<file path="src/rtl/ascon_pkg.sv">
// Shared types and constants for the ASCON job sequencer: FSM states, mode codes,
// datapath widths and the input block-count helper.
package ascon_pkg;

    typedef enum logic [2:0] {
        IDLE  = 3'd0,
        LOAD  = 3'd1,
        START = 3'd2,
        RUN   = 3'd3,
        DONE  = 3'd4
    } seq_state_t;

    localparam logic [1:0] MODE_ENC  = 2'b00;
    localparam logic [1:0] MODE_DEC  = 2'b01;
    localparam logic [1:0] MODE_HASH = 2'b10;
    localparam logic [1:0] MODE_RSVD = 2'b11;

    localparam int BLK_W = 64;
    localparam int TAG_W = 128;
    localparam int KEY_W = 128;

    // Whole 64-bit blocks of AD plus whole blocks of PT/CT; the result always fits 5 bits.
    function automatic logic [4:0] calc_n_in(input logic [3:0] ad_len, input logic [6:0] datalen);
        logic [4:0] ad_blks;
        logic [7:0] dt_blks;
        ad_blks = ({1'b0, ad_len} + 5'd7) >> 3;
        dt_blks = ({1'b0, datalen} + 8'd7) >> 3;
        return ad_blks + dt_blks[4:0];
    endfunction

endpackage

</file>
<file path="src/rtl/ascon_seq_ctrl_if.sv">
// Host-side command, input-block, CT-stream and tag handshakes of the ASCON sequencer.
// master = host driving jobs in, slave = the sequencer.
interface ascon_seq_ctrl_if;
    import ascon_pkg::*;

    logic             cmd_valid;
    logic             cmd_ready;
    logic [1:0]       cmd_mode;
    logic [3:0]       cmd_ad_len;
    logic [6:0]       cmd_datalen;
    logic [KEY_W-1:0] cmd_key;
    logic [KEY_W-1:0] cmd_nonce;

    logic             blk_in_valid;
    logic             blk_in_ready;
    logic [BLK_W-1:0] blk_in_data;

    logic             ct_out_valid;
    logic             ct_out_ready;
    logic [BLK_W-1:0] ct_out_data;

    logic             tag_valid;
    logic             tag_ready;
    logic [TAG_W-1:0] tag_out;

    modport master (
        output cmd_valid, cmd_mode, cmd_ad_len, cmd_datalen, cmd_key, cmd_nonce,
        output blk_in_valid, blk_in_data, ct_out_ready, tag_ready,
        input  cmd_ready, blk_in_ready, ct_out_valid, ct_out_data, tag_valid, tag_out
    );

    modport slave (
        input  cmd_valid, cmd_mode, cmd_ad_len, cmd_datalen, cmd_key, cmd_nonce,
        input  blk_in_valid, blk_in_data, ct_out_ready, tag_ready,
        output cmd_ready, blk_in_ready, ct_out_valid, ct_out_data, tag_valid, tag_out
    );

endinterface

</file>
<file path="src/rtl/ascon_ct_fifo.sv">
// Synchronous CT output FIFO with flush; a push into a full FIFO is accepted only when a
// pop happens in the same cycle, otherwise it is dropped and overflow_o pulses.
module ascon_ct_fifo #(
    parameter int DEPTH = 4,
    parameter int WIDTH = 64
) (
    input  logic             clk,
    input  logic             rst,
    input  logic             push_i,
    input  logic             pop_i,
    input  logic             flush_i,
    input  logic [WIDTH-1:0] din_i,
    output logic [WIDTH-1:0] dout_o,
    output logic             empty_o,
    output logic             full_o,
    output logic             overflow_o
);
    localparam int AW = (DEPTH > 1) ? $clog2(DEPTH) : 1;

    logic [WIDTH-1:0] mem_q [DEPTH];
    logic [AW:0]      wr_ptr_q;
    logic [AW:0]      rd_ptr_q;
    logic             push_ok;
    logic             pop_ok;

    assign empty_o    = (wr_ptr_q == rd_ptr_q);
    assign full_o     = (wr_ptr_q[AW] != rd_ptr_q[AW]) && (wr_ptr_q[AW-1:0] == rd_ptr_q[AW-1:0]);
    assign pop_ok     = pop_i && !empty_o;
    assign push_ok    = push_i && (!full_o || pop_ok);
    assign overflow_o = push_i && full_o && !pop_i;
    assign dout_o     = mem_q[rd_ptr_q[AW-1:0]];

    always_ff @(posedge clk or posedge rst) begin
        if (rst) begin
            wr_ptr_q <= '0;
            rd_ptr_q <= '0;
            for (int i = 0; i < DEPTH; i++) mem_q[i] <= '0;
        end else if (flush_i) begin
            wr_ptr_q <= '0;
            rd_ptr_q <= '0;
        end else begin
            if (push_ok) begin
                mem_q[wr_ptr_q[AW-1:0]] <= din_i;
                wr_ptr_q <= wr_ptr_q + 1'b1;
            end
            if (pop_ok) rd_ptr_q <= rd_ptr_q + 1'b1;
        end
    end

endmodule

</file>
<file path="src/rtl/ascon_seq_ctrl.sv">
// ASCON job sequencer: accepts a command, buffers its AD/PT blocks, starts the core,
// serves block requests, queues CT and hands off the tag. Optional RUN watchdog: ASCON_SEQ_TIMEOUT_EN.
module ascon_seq_ctrl
    import ascon_pkg::*;
#(
    parameter int MAX_BLKS       = 6,
    parameter int CT_DEPTH       = 4,
    parameter int TIMEOUT_CYCLES = 1024
) (
    input  logic             wb_clk_i,
    input  logic             wb_rst_i,
    ascon_seq_ctrl_if.slave  host,
    output logic             core_start,
    output logic [1:0]       core_mode,
    output logic [3:0]       core_ad_len,
    output logic [6:0]       core_datalen,
    output logic [KEY_W-1:0] core_key,
    output logic [KEY_W-1:0] core_nonce,
    input  logic [2:0]       core_block_request,
    output logic [BLK_W-1:0] core_blockout,
    input  logic [3:0]       core_state,
    input  logic [BLK_W-1:0] core_ctblock,
    input  logic             core_ctv,
    input  logic             core_tv,
    input  logic [TAG_W-1:0] core_tag,
    output logic             busy,
    output logic [2:0]       err
);
    localparam int IW = (MAX_BLKS > 1) ? $clog2(MAX_BLKS) : 1;

    seq_state_t       state_q, state_d;
    logic [BLK_W-1:0] buf_q [MAX_BLKS];
    logic [4:0]       wr_ptr_q;
    logic [4:0]       n_in_q;
    logic [4:0]       n_in;
    logic [TAG_W-1:0] tag_q;
    logic             tag_valid_q;
    logic [2:0]       err_q;

    logic cmd_acc, cmd_bad, blk_hs, last_blk, tag_hs;
    logic ct_push, ct_pop, fifo_empty, fifo_full, fifo_ovf, timeout;

    // The core's state is informational only; the sequencer is driven by ctv/tv.
    logic unused_core_state;
    assign unused_core_state = ^core_state;

    assign n_in     = calc_n_in(host.cmd_ad_len, host.cmd_datalen);
    assign cmd_acc  = host.cmd_valid && host.cmd_ready;
    assign cmd_bad  = (host.cmd_mode == MODE_RSVD) || (n_in > 5'(MAX_BLKS));
    assign blk_hs   = host.blk_in_valid && (state_q == LOAD);
    assign last_blk = blk_hs && (wr_ptr_q == n_in_q - 5'd1);
    assign tag_hs   = host.tag_valid && host.tag_ready;
    assign ct_push  = core_ctv && ((state_q == RUN) || (state_q == DONE));
    assign ct_pop   = host.ct_out_valid && host.ct_out_ready;

    assign host.cmd_ready    = (state_q == IDLE) && !wb_rst_i;
    assign host.blk_in_ready = (state_q == LOAD);
    assign host.tag_valid    = tag_valid_q;
    assign host.tag_out      = tag_q;
    assign host.ct_out_valid = !fifo_empty;
    assign core_start        = (state_q == START);
    assign busy              = (state_q != IDLE);
    assign err               = err_q;

`ifdef ASCON_SEQ_TIMEOUT_EN
    logic [15:0] tmo_cnt_q;

    always_ff @(posedge wb_clk_i or posedge wb_rst_i) begin
        if (wb_rst_i)               tmo_cnt_q <= '0;
        else if (state_q == START)  tmo_cnt_q <= '0;
        else if (state_q == RUN)    tmo_cnt_q <= tmo_cnt_q + 16'd1;
    end

    assign timeout = (state_q == RUN) && !core_tv && (tmo_cnt_q == 16'(TIMEOUT_CYCLES - 1));
`else
    localparam int unused_timeout_cycles = TIMEOUT_CYCLES;
    assign timeout = 1'b0;
`endif

    always_comb begin
        core_blockout = '0;
        if (int'(core_block_request) < MAX_BLKS) core_blockout = buf_q[core_block_request];
    end

    always_ff @(posedge wb_clk_i or posedge wb_rst_i) begin
        if (wb_rst_i) state_q <= IDLE;
        else          state_q <= state_d;
    end

    always_comb begin
        state_d = state_q;
        case (state_q)
            IDLE: begin
                if (cmd_acc && !cmd_bad) state_d = (n_in == 5'd0) ? START : LOAD;
            end
            LOAD:  if (last_blk) state_d = START;
            START: state_d = RUN;
            RUN: begin
                if (core_tv)      state_d = DONE;
                else if (timeout) state_d = IDLE;
            end
            // Leave only once the tag is taken and no CT remains or is arriving.
            DONE: begin
                if ((tag_hs || !tag_valid_q) && fifo_empty && !ct_push) state_d = IDLE;
            end
            default: state_d = IDLE;
        endcase
    end

    always_ff @(posedge wb_clk_i or posedge wb_rst_i) begin
        if (wb_rst_i) begin
            core_mode    <= '0;
            core_ad_len  <= '0;
            core_datalen <= '0;
            core_key     <= '0;
            core_nonce   <= '0;
            n_in_q       <= '0;
            wr_ptr_q     <= '0;
            tag_q        <= '0;
            tag_valid_q  <= 1'b0;
            err_q        <= '0;
            for (int i = 0; i < MAX_BLKS; i++) buf_q[i] <= '0;
        end else begin
            if (cmd_acc) begin
                core_mode    <= host.cmd_mode;
                core_ad_len  <= host.cmd_ad_len;
                core_datalen <= host.cmd_datalen;
                core_key     <= host.cmd_key;
                core_nonce   <= host.cmd_nonce;
                n_in_q       <= n_in;
                wr_ptr_q     <= '0;
                err_q        <= {2'b00, cmd_bad};
            end else begin
                err_q <= err_q | {timeout, fifo_ovf, 1'b0};
            end
            if (blk_hs) begin
                if (int'(wr_ptr_q) < MAX_BLKS) buf_q[wr_ptr_q[IW-1:0]] <= host.blk_in_data;
                wr_ptr_q <= wr_ptr_q + 5'd1;
            end
            if ((state_q == RUN) && core_tv) begin
                tag_q       <= core_tag;
                tag_valid_q <= 1'b1;
            end else if (tag_hs) begin
                tag_valid_q <= 1'b0;
            end
        end
    end

    ascon_ct_fifo #(
        .DEPTH (CT_DEPTH),
        .WIDTH (BLK_W)
    ) u_ct_fifo (
        .clk        (wb_clk_i),
        .rst        (wb_rst_i),
        .push_i     (ct_push),
        .pop_i      (ct_pop),
        .flush_i    (timeout),
        .din_i      (core_ctblock),
        .dout_o     (host.ct_out_data),
        .empty_o    (fifo_empty),
        .full_o     (fifo_full),
        .overflow_o (fifo_ovf)
    );

    logic unused_fifo_full;
    assign unused_fifo_full = fifo_full;

endmodule
</file>
<file path="src/flat_wrapper.sv">
// flat-port wrapper written by rule: the top's interface ports become plain ports
module ascon_seq_ctrl_flat import ascon_pkg::*;
#(
    parameter int MAX_BLKS       = 6,
    parameter int CT_DEPTH       = 4,
    parameter int TIMEOUT_CYCLES = 1024
)
  (wb_clk_i, wb_rst_i, core_start, core_mode, core_ad_len, core_datalen, core_key, core_nonce, core_block_request, core_blockout, core_state, core_ctblock, core_ctv, core_tv, core_tag, busy, err, host_cmd_valid, host_cmd_mode, host_cmd_ad_len, host_cmd_datalen, host_cmd_key, host_cmd_nonce, host_blk_in_valid, host_blk_in_data, host_ct_out_ready, host_tag_ready, host_cmd_ready, host_blk_in_ready, host_ct_out_valid, host_ct_out_data, host_tag_valid, host_tag_out);
  ascon_seq_ctrl_if host_i ();
  input  logic wb_clk_i;
  input  logic wb_rst_i;
  output logic core_start;
  output logic [1:0] core_mode;
  output logic [3:0] core_ad_len;
  output logic [6:0] core_datalen;
  output logic [KEY_W-1:0] core_key;
  output logic [KEY_W-1:0] core_nonce;
  input  logic [2:0] core_block_request;
  output logic [BLK_W-1:0] core_blockout;
  input  logic [3:0] core_state;
  input  logic [BLK_W-1:0] core_ctblock;
  input  logic core_ctv;
  input  logic core_tv;
  input  logic [TAG_W-1:0] core_tag;
  output logic busy;
  output logic [2:0] err;
  input wire logic [$bits(host_i.cmd_valid)-1:0] host_cmd_valid;
  input wire logic [$bits(host_i.cmd_mode)-1:0] host_cmd_mode;
  input wire logic [$bits(host_i.cmd_ad_len)-1:0] host_cmd_ad_len;
  input wire logic [$bits(host_i.cmd_datalen)-1:0] host_cmd_datalen;
  input wire logic [$bits(host_i.cmd_key)-1:0] host_cmd_key;
  input wire logic [$bits(host_i.cmd_nonce)-1:0] host_cmd_nonce;
  input wire logic [$bits(host_i.blk_in_valid)-1:0] host_blk_in_valid;
  input wire logic [$bits(host_i.blk_in_data)-1:0] host_blk_in_data;
  input wire logic [$bits(host_i.ct_out_ready)-1:0] host_ct_out_ready;
  input wire logic [$bits(host_i.tag_ready)-1:0] host_tag_ready;
  output wire logic [$bits(host_i.cmd_ready)-1:0] host_cmd_ready;
  output wire logic [$bits(host_i.blk_in_ready)-1:0] host_blk_in_ready;
  output wire logic [$bits(host_i.ct_out_valid)-1:0] host_ct_out_valid;
  output wire logic [$bits(host_i.ct_out_data)-1:0] host_ct_out_data;
  output wire logic [$bits(host_i.tag_valid)-1:0] host_tag_valid;
  output wire logic [$bits(host_i.tag_out)-1:0] host_tag_out;
  assign host_i.cmd_valid = host_cmd_valid;
  assign host_i.cmd_mode = host_cmd_mode;
  assign host_i.cmd_ad_len = host_cmd_ad_len;
  assign host_i.cmd_datalen = host_cmd_datalen;
  assign host_i.cmd_key = host_cmd_key;
  assign host_i.cmd_nonce = host_cmd_nonce;
  assign host_i.blk_in_valid = host_blk_in_valid;
  assign host_i.blk_in_data = host_blk_in_data;
  assign host_i.ct_out_ready = host_ct_out_ready;
  assign host_i.tag_ready = host_tag_ready;
  assign host_cmd_ready = host_i.cmd_ready;
  assign host_blk_in_ready = host_i.blk_in_ready;
  assign host_ct_out_valid = host_i.ct_out_valid;
  assign host_ct_out_data = host_i.ct_out_data;
  assign host_tag_valid = host_i.tag_valid;
  assign host_tag_out = host_i.tag_out;
  ascon_seq_ctrl #(.MAX_BLKS(MAX_BLKS), .CT_DEPTH(CT_DEPTH), .TIMEOUT_CYCLES(TIMEOUT_CYCLES)) u_core (.wb_clk_i(wb_clk_i), .wb_rst_i(wb_rst_i), .host(host_i), .core_start(core_start), .core_mode(core_mode), .core_ad_len(core_ad_len), .core_datalen(core_datalen), .core_key(core_key), .core_nonce(core_nonce), .core_block_request(core_block_request), .core_blockout(core_blockout), .core_state(core_state), .core_ctblock(core_ctblock), .core_ctv(core_ctv), .core_tv(core_tv), .core_tag(core_tag), .busy(busy), .err(err));
endmodule
</file>
<file path="config.mk">
export PLATFORM = sky130hd
export DESIGN_NAME = ascon_seq_ctrl_flat
export DESIGN_NICKNAME = d
export VERILOG_FILES = /design/src/rtl/ascon_pkg.sv /design/src/rtl/ascon_seq_ctrl_if.sv /design/src/rtl/ascon_ct_fifo.sv /design/src/rtl/ascon_seq_ctrl.sv /design/src/flat_wrapper.sv
export SDC_FILE = /design/constraint.sdc
export NUM_CORES = 2
export LEC_CHECK = 0
export BUFFER_PORTS_ARGS = -buffer_cell sky130_fd_sc_hd__buf_2
export CORE_ASPECT_RATIO = 0.7
export CORE_MARGIN = 5
export CORE_UTILIZATION = 30
export CTS_CLUSTER_SIZE = 40
export DETAILED_ROUTE_END_ITERATION = 10
export GPL_ROUTABILITY_DRIVEN = 0
export PLACE_DENSITY = 0.47
export SETUP_SLACK_MARGIN = 0.2
export SYNTH_ARGS = -nofsm -noshare
export SYNTH_HDL_FRONTEND = slang
export SYNTH_SLANG_ARGS = --single-unit
</file>
<file path="constraint.sdc">
create_clock -name wb_clk_i -period 66.5 [get_ports wb_clk_i]
set_input_delay 3.325 -clock wb_clk_i [delete_from_list [all_inputs] [get_ports wb_clk_i]]
set_output_delay 3.325 -clock wb_clk_i [all_outputs]
set_load 0.005 [all_outputs]
</file>
Yosys cells after proc, flatten, opt, wreduce, memory -nomap -nowiden
Index checks and enable logic that the tools add are counted.
{ "op_classes": {"add_sub_neg": 7, "n_lt_le_gt_ge": 9, "eq_ne": 13, "mux": 24, "bitwise": 5, "n_reduce_logical": 36} }
{ "op_table": {"columns": ["operator", "n"], "rows": [
  ["$mux 64", 7],
  ["$bwmux 384", 1],
  ["$bwmux 256", 1],
  ["$bmux 64 s3", 1],
  ["$demux 64 s3", 1],
  ["$bmux 64 s2", 1],
  ["$demux 64 s2", 1],
  ["$logic_and 1x1->1", 18],
  ["$mux 3", 5],
  ["$pmux 3 s5", 1],
  ["$mux 5", 2],
  ["$add 7x3->8 const B", 1],
  ["$ge 4x4->1 const B", 2],
  ["$not 3->4", 2],
  ["$logic_not 1->1", 7],
  ["$add 3x1->3 const B", 2],
  ["$eq 3x2->1 const B", 2],
  ["$ge 3x3->1 const B", 2],
  ["$ne 2x2->1 const B", 3],
  ["$not 2->3", 2],
  ["$add 2x5->5", 1],
  ["$add 4x3->5 const B", 1],
  ["$add 5x1->5 const B", 1],
  ["$eq 5x5->1", 1],
  ["23 further kinds", 28]
]} }
{ "totals": {"ff_bits": 1060, "input_bits": 540, "out_inout_bits": 534, "word_cells": 117} }

Depth between registers and ports, before layout
{ "depth": {"ltp_word": 8, "ltp_mapped": 10, "ltp_nobuf": 10} }

Modules after synthesis
Synthesis repeated with hierarchy kept, for this count alone.
{ "unflattened": {"hier_cells": 3330, "area_unflattened_um2": 44656.6} }
{ "by_module_without_submodules": {"columns": ["mod", "instances", "cells_each", "area_each_um2", "seq_area_each_um2"], "rows": [
  ["ascon_seq_ctrl", 1, 2655, 32942.8, 19944.1],
  ["ascon_ct_fifo", 1, 675, 11713.7, 6556.3]
]} }

Least setup slack after synthesis
Ideal clock, no wire load.
{ "synth_path": {"kind": "input port to output port", "startpoint": "input port core_block_request[0]", "endpoint": "output port core_blockout[53]", "arrival_ns": 4.650, "required_ns": 63.175, "setup_slack_ns": 58.525, "stages": 6, "path_buffers": 4, "path_cell_list": "buf_2 -> clkbuf_1 -> buf_2 -> buf_2 -> mux2i_1 -> o22ai_1"} }
{ "synth_between": {"elab_chain_cells": 5, "word_cells_on_any_way": 6, "classes_between": "1 x order compare; 4 x mux; 1 x bitwise"} }
{ "synth_lines": {"columns": ["element", "line", "source"], "rows": [
  ["start: declaration", "flat_wrapper.sv:18", "input logic [2:0] core_block_request;"],
  ["$not 3->4 (not written as such)", "ascon_seq_ctrl.sv:82", "if (int'(core_block_request) < MAX_BLKS) core_blockout = buf_q[core_block_request];"],
  ["$bmux 64 s3", "ascon_seq_ctrl.sv:82", null],
  ["$mux 64 (not written as such) (2 in a row)", "ascon_seq_ctrl.sv:82", null],
  ["$mux 64 (*)", "ascon_seq_ctrl.sv:82", null],
  ["end: declaration", "flat_wrapper.sv:19", "output logic [BLK_W-1:0] core_blockout;"]
]} }
Mark *: on every way between the ends. The rest lies on a longest branch, timed or not. The select of a mux whose other input is x is not followed.

Worst setup path in the final report
{ "layout_path": {"startpoint": "input port core_block_request[2]", "endpoint": "output port core_blockout[52]"} }
The elaborated chain is that of the path after synthesis.

==> impl_metrics.env <==
export IMPL_die_y_um=333
export IMPL_die_w_um=471
export IMPL_grt_antenna_before_repair=107
export IMPL_clock_fmax_mhz=111
export IMPL_drt_pre_antenna_iters=5
export IMPL_criticalPathCategory="in2out"
export IMPL_tightest_slew_ps=1090
export IMPL_hold_start="u_core.core_key[52]$_DFFE_PP0P_"
export IMPL_nets=4880
export IMPL_htree_levels=3
export IMPL_rsz0062_at_grt="no"
export IMPL_wire_per_inst_um=25.2
export IMPL_clock_latency_ps=750
export IMPL_startpoint="core_block_request[2]"
export IMPL_syn_to_final_growth_pct=24.4
export IMPL_setup_viol=0
export IMPL_num_vias=30114
export IMPL_synth_cell_types=54
export IMPL_routed_via_density=4.68
export IMPL_start_util_pct=30.2
export IMPL_synth_edf_count=0
export IMPL_post_dp_hpwl_um=118000
export IMPL_drive_gt1_share_pct=44.5
export IMPL_synth_cells=3310
export IMPL_power_leakage_uw=0.0288
export IMPL_internal_power_uw=1640
export IMPL_end_kind="primary output"
export IMPL_skew_ps=76.7
export IMPL_first_iter_violations=1812
export IMPL_ant_nets=0
export IMPL_yosysWarnings=0
export IMPL_p_clk_share_pct=26.5
export IMPL_portBuffers=1068
export IMPL_clockBufferDepth=3
export IMPL_ctsHoldBuffers=0
export IMPL_worstPathMaxFanout=34
export IMPL_cts_sinks=1059
export IMPL_io_pins=1074
export IMPL_clk_pin_slew_worst_paths_ps=60
export IMPL_final_common_cell="buf_2"
export IMPL_maxCapViolations=0
export IMPL_ir_drop_uv=29.3
export IMPL_synth_nets=3860
export IMPL_cp_start_kind="input pin"
export IMPL_hold_viol=0
export IMPL_hold_class="reg2reg"
export IMPL_wl_um=162000
export IMPL_ys_flop_type="dfrtp_1"
export IMPL_drc=0
export IMPL_synth_seq_area_share_pct=59.4
export IMPL_layout_cells_most_common_list="buf_2, dfrtp_1, nand2_1"
export IMPL_worstReg2RegStart="u_core.state_q[1]$_DFFE_PP0P_"
export IMPL_avgSynthCellArea_um2=13.5
export IMPL_critPathRequiredTime_ps=63180
export IMPL_cellPowerDensity_mw_per_mm2=44.1
export IMPL_cts_tree="built"
export IMPL_area_sequential_mm2=0.0265
export IMPL_cts_resized=0
export IMPL_grt_max_degree=177
export IMPL_p_switching_uw=805
export IMPL_grt_pass1_vias=30917
export IMPL_slew_violations=0
export IMPL_multi_input_area_mm2=0.0167
export IMPL_whs_ps=468
export IMPL_fin_crit_sh_pct=13.5
export IMPL_setup_tns_ps=0
export IMPL_synthArstFlopShare_pct=100
export IMPL_netlist_area_mm2=0.0446
export IMPL_n_fill_cell=14651
export IMPL_critPathArrivalTime_ps=5660
export IMPL_fp_row_count=118
export IMPL_cts_buffers=110
export IMPL_post_cts_setup_buffer_count=0
export IMPL_ys_ff_latch=1059
export IMPL_gr_total_overflow=0
export IMPL_finalCriticalPeriod_ps=8980
export IMPL_fp_dieArea_mm2=0.157
export IMPL_core_mm2=0.148
export IMPL_track_usage_pct=20.2
export IMPL_grt_pass1_wl_um=233000
export IMPL_swShare_pct=32.9
export IMPL_max_slew_margin_pct=27.5
export IMPL_yosysTopAreaCellShare_pct=59.4
export IMPL_yosys_top_cells_area="dfrtp_1, mux2_2, nand2_1"
export IMPL_outcome="complete, no violations"
export IMPL_root_buffer="clkbuf_16"
export IMPL_seqPwrFrac_pct=42.4
export IMPL_synth_top_area_cell="dfrtp_1"
export IMPL_combPwrFrac_pct=31.1
[state kept, by name, indices dropped and copies added (netlist names)]
register / cells
u_core.buf_q: 384
u_core.u_ct_fifo.mem_q: 256
u_core.core_key: 128
u_core.core_nonce: 128
u_core.host.tag_out: 128
u_core.core_datalen: 7
u_core.n_in_q: 5
u_core.wr_ptr_q: 5
u_core.core_ad_len: 4
u_core.state_q: 3
u_core.u_ct_fifo.rd_ptr_q: 3
u_core.u_ct_fifo.wr_ptr_q: 3
u_core.core_mode: 2
u_core.err: 2
u_core.host.tag_valid: 1
[worst max-delay path, cell delays in order]
cell,delay [ps]
buf_4,500
buf_4,770
mux4_2,590
inv_1,80
o22ai_1,110
buf_2,210
[through the flow]
step | area (um2) | worst slack, ps | power (uW) | cells | utilization [%]
2_1_floorplan | 44600 | 33370 | 1440 | 3310 | -
3_3_place_gp | 51700 | 57420 | 1810 | 6198 | 34.9
3_5_place_dp | 51700 | 57440 | 1820 | 6198 | 34.9
4_1_cts | 55400 | 57440 | 2490 | 6401 | 37.5
5_1_grt | 55500 | 57340 | 2590 | 6411 | 37.5
6_report | 55500 | 57520 | 2450 | 6437 | 37.5
[power by group through the flow]
stage | logic (uW) | registers (uW) | clock network [uW]
final | 761 | 1040 | 650
after global routing | 828 | 1070 | 696
after CTS | 782 | 1040 | 671
after detailed placement | 781 | 1040 | 0
after global placement | 771 | 1040 | 0
after floorplan | 418 | 1030 | 0
[Yosys cell counts (6+ instances only)]
master and instances:
dfrtp_1 1059, nand2_1 825, mux2_2 530, mux2_1 239
mux4_2 128, buf_2 78, inv_1 75, mux2i_1 65
o22ai_1 64, clkbuf_1 60, buf_6 39, o21ai_0 17
buf_4 16, nor2_1 10, xnor2_1 10, ha_1 9
nor3_1 9, xor2_1 9, nand3_1 7, buf_1 6
[metal layers]
layer / vias up / wire, um / track usage [%]
li1: 13487 / - / -
met3: 275 / 10000 / 5.60
met2: 752 / 81900 / 35.0
met4: 40 / 3740 / 4.06
met1: 15560 / 66400 / 25.4
met5: - / 282 / 0
[worst paths after layout]
check | end | slack, ps | cells past startpoint
setup / recovery | core_blockout[52] | 57520 | 6
setup reg to reg | u_core.core_nonce[68]$_DFFE_PP0P_ | 62020 | 7
max in group asynchronous | u_core.buf_q[226]$_DFFE_PP0P_ | 59670 | 6
hold reg to reg | u_core.core_key[52]$_DFFE_PP0P_ | 470 | 2
hold / removal | u_core.core_key[52]$_DFFE_PP0P_ | 470 | 2
min in group asynchronous | u_core.err[1]$_DFF_PP0_ | 2860 | 2
[area by class of cell]
class                   count  share of cell area, %
flip-flops and latches   1059                   47.7
multi-input cells        1977                   30.1
repair buffers           1107                   10.2
clock buffers             165                   5.89
well taps                1980                   4.46
clock inverters            38                  0.933
inverters                  75                  0.520
diodes                     36                  0.162
[kinds of logic after synthesis]
family,Yosys count,synth area share (%)
simple gates,882,7.82
other cells,1,0.00840
xor+xnor,19,0.373
compound gates,101,1.44
buf+inv,274,3.31
flops,1059,59.4
fa+ha+maj,12,0.342
mux,962,27.3
Power figures use the tool's default switching activity.
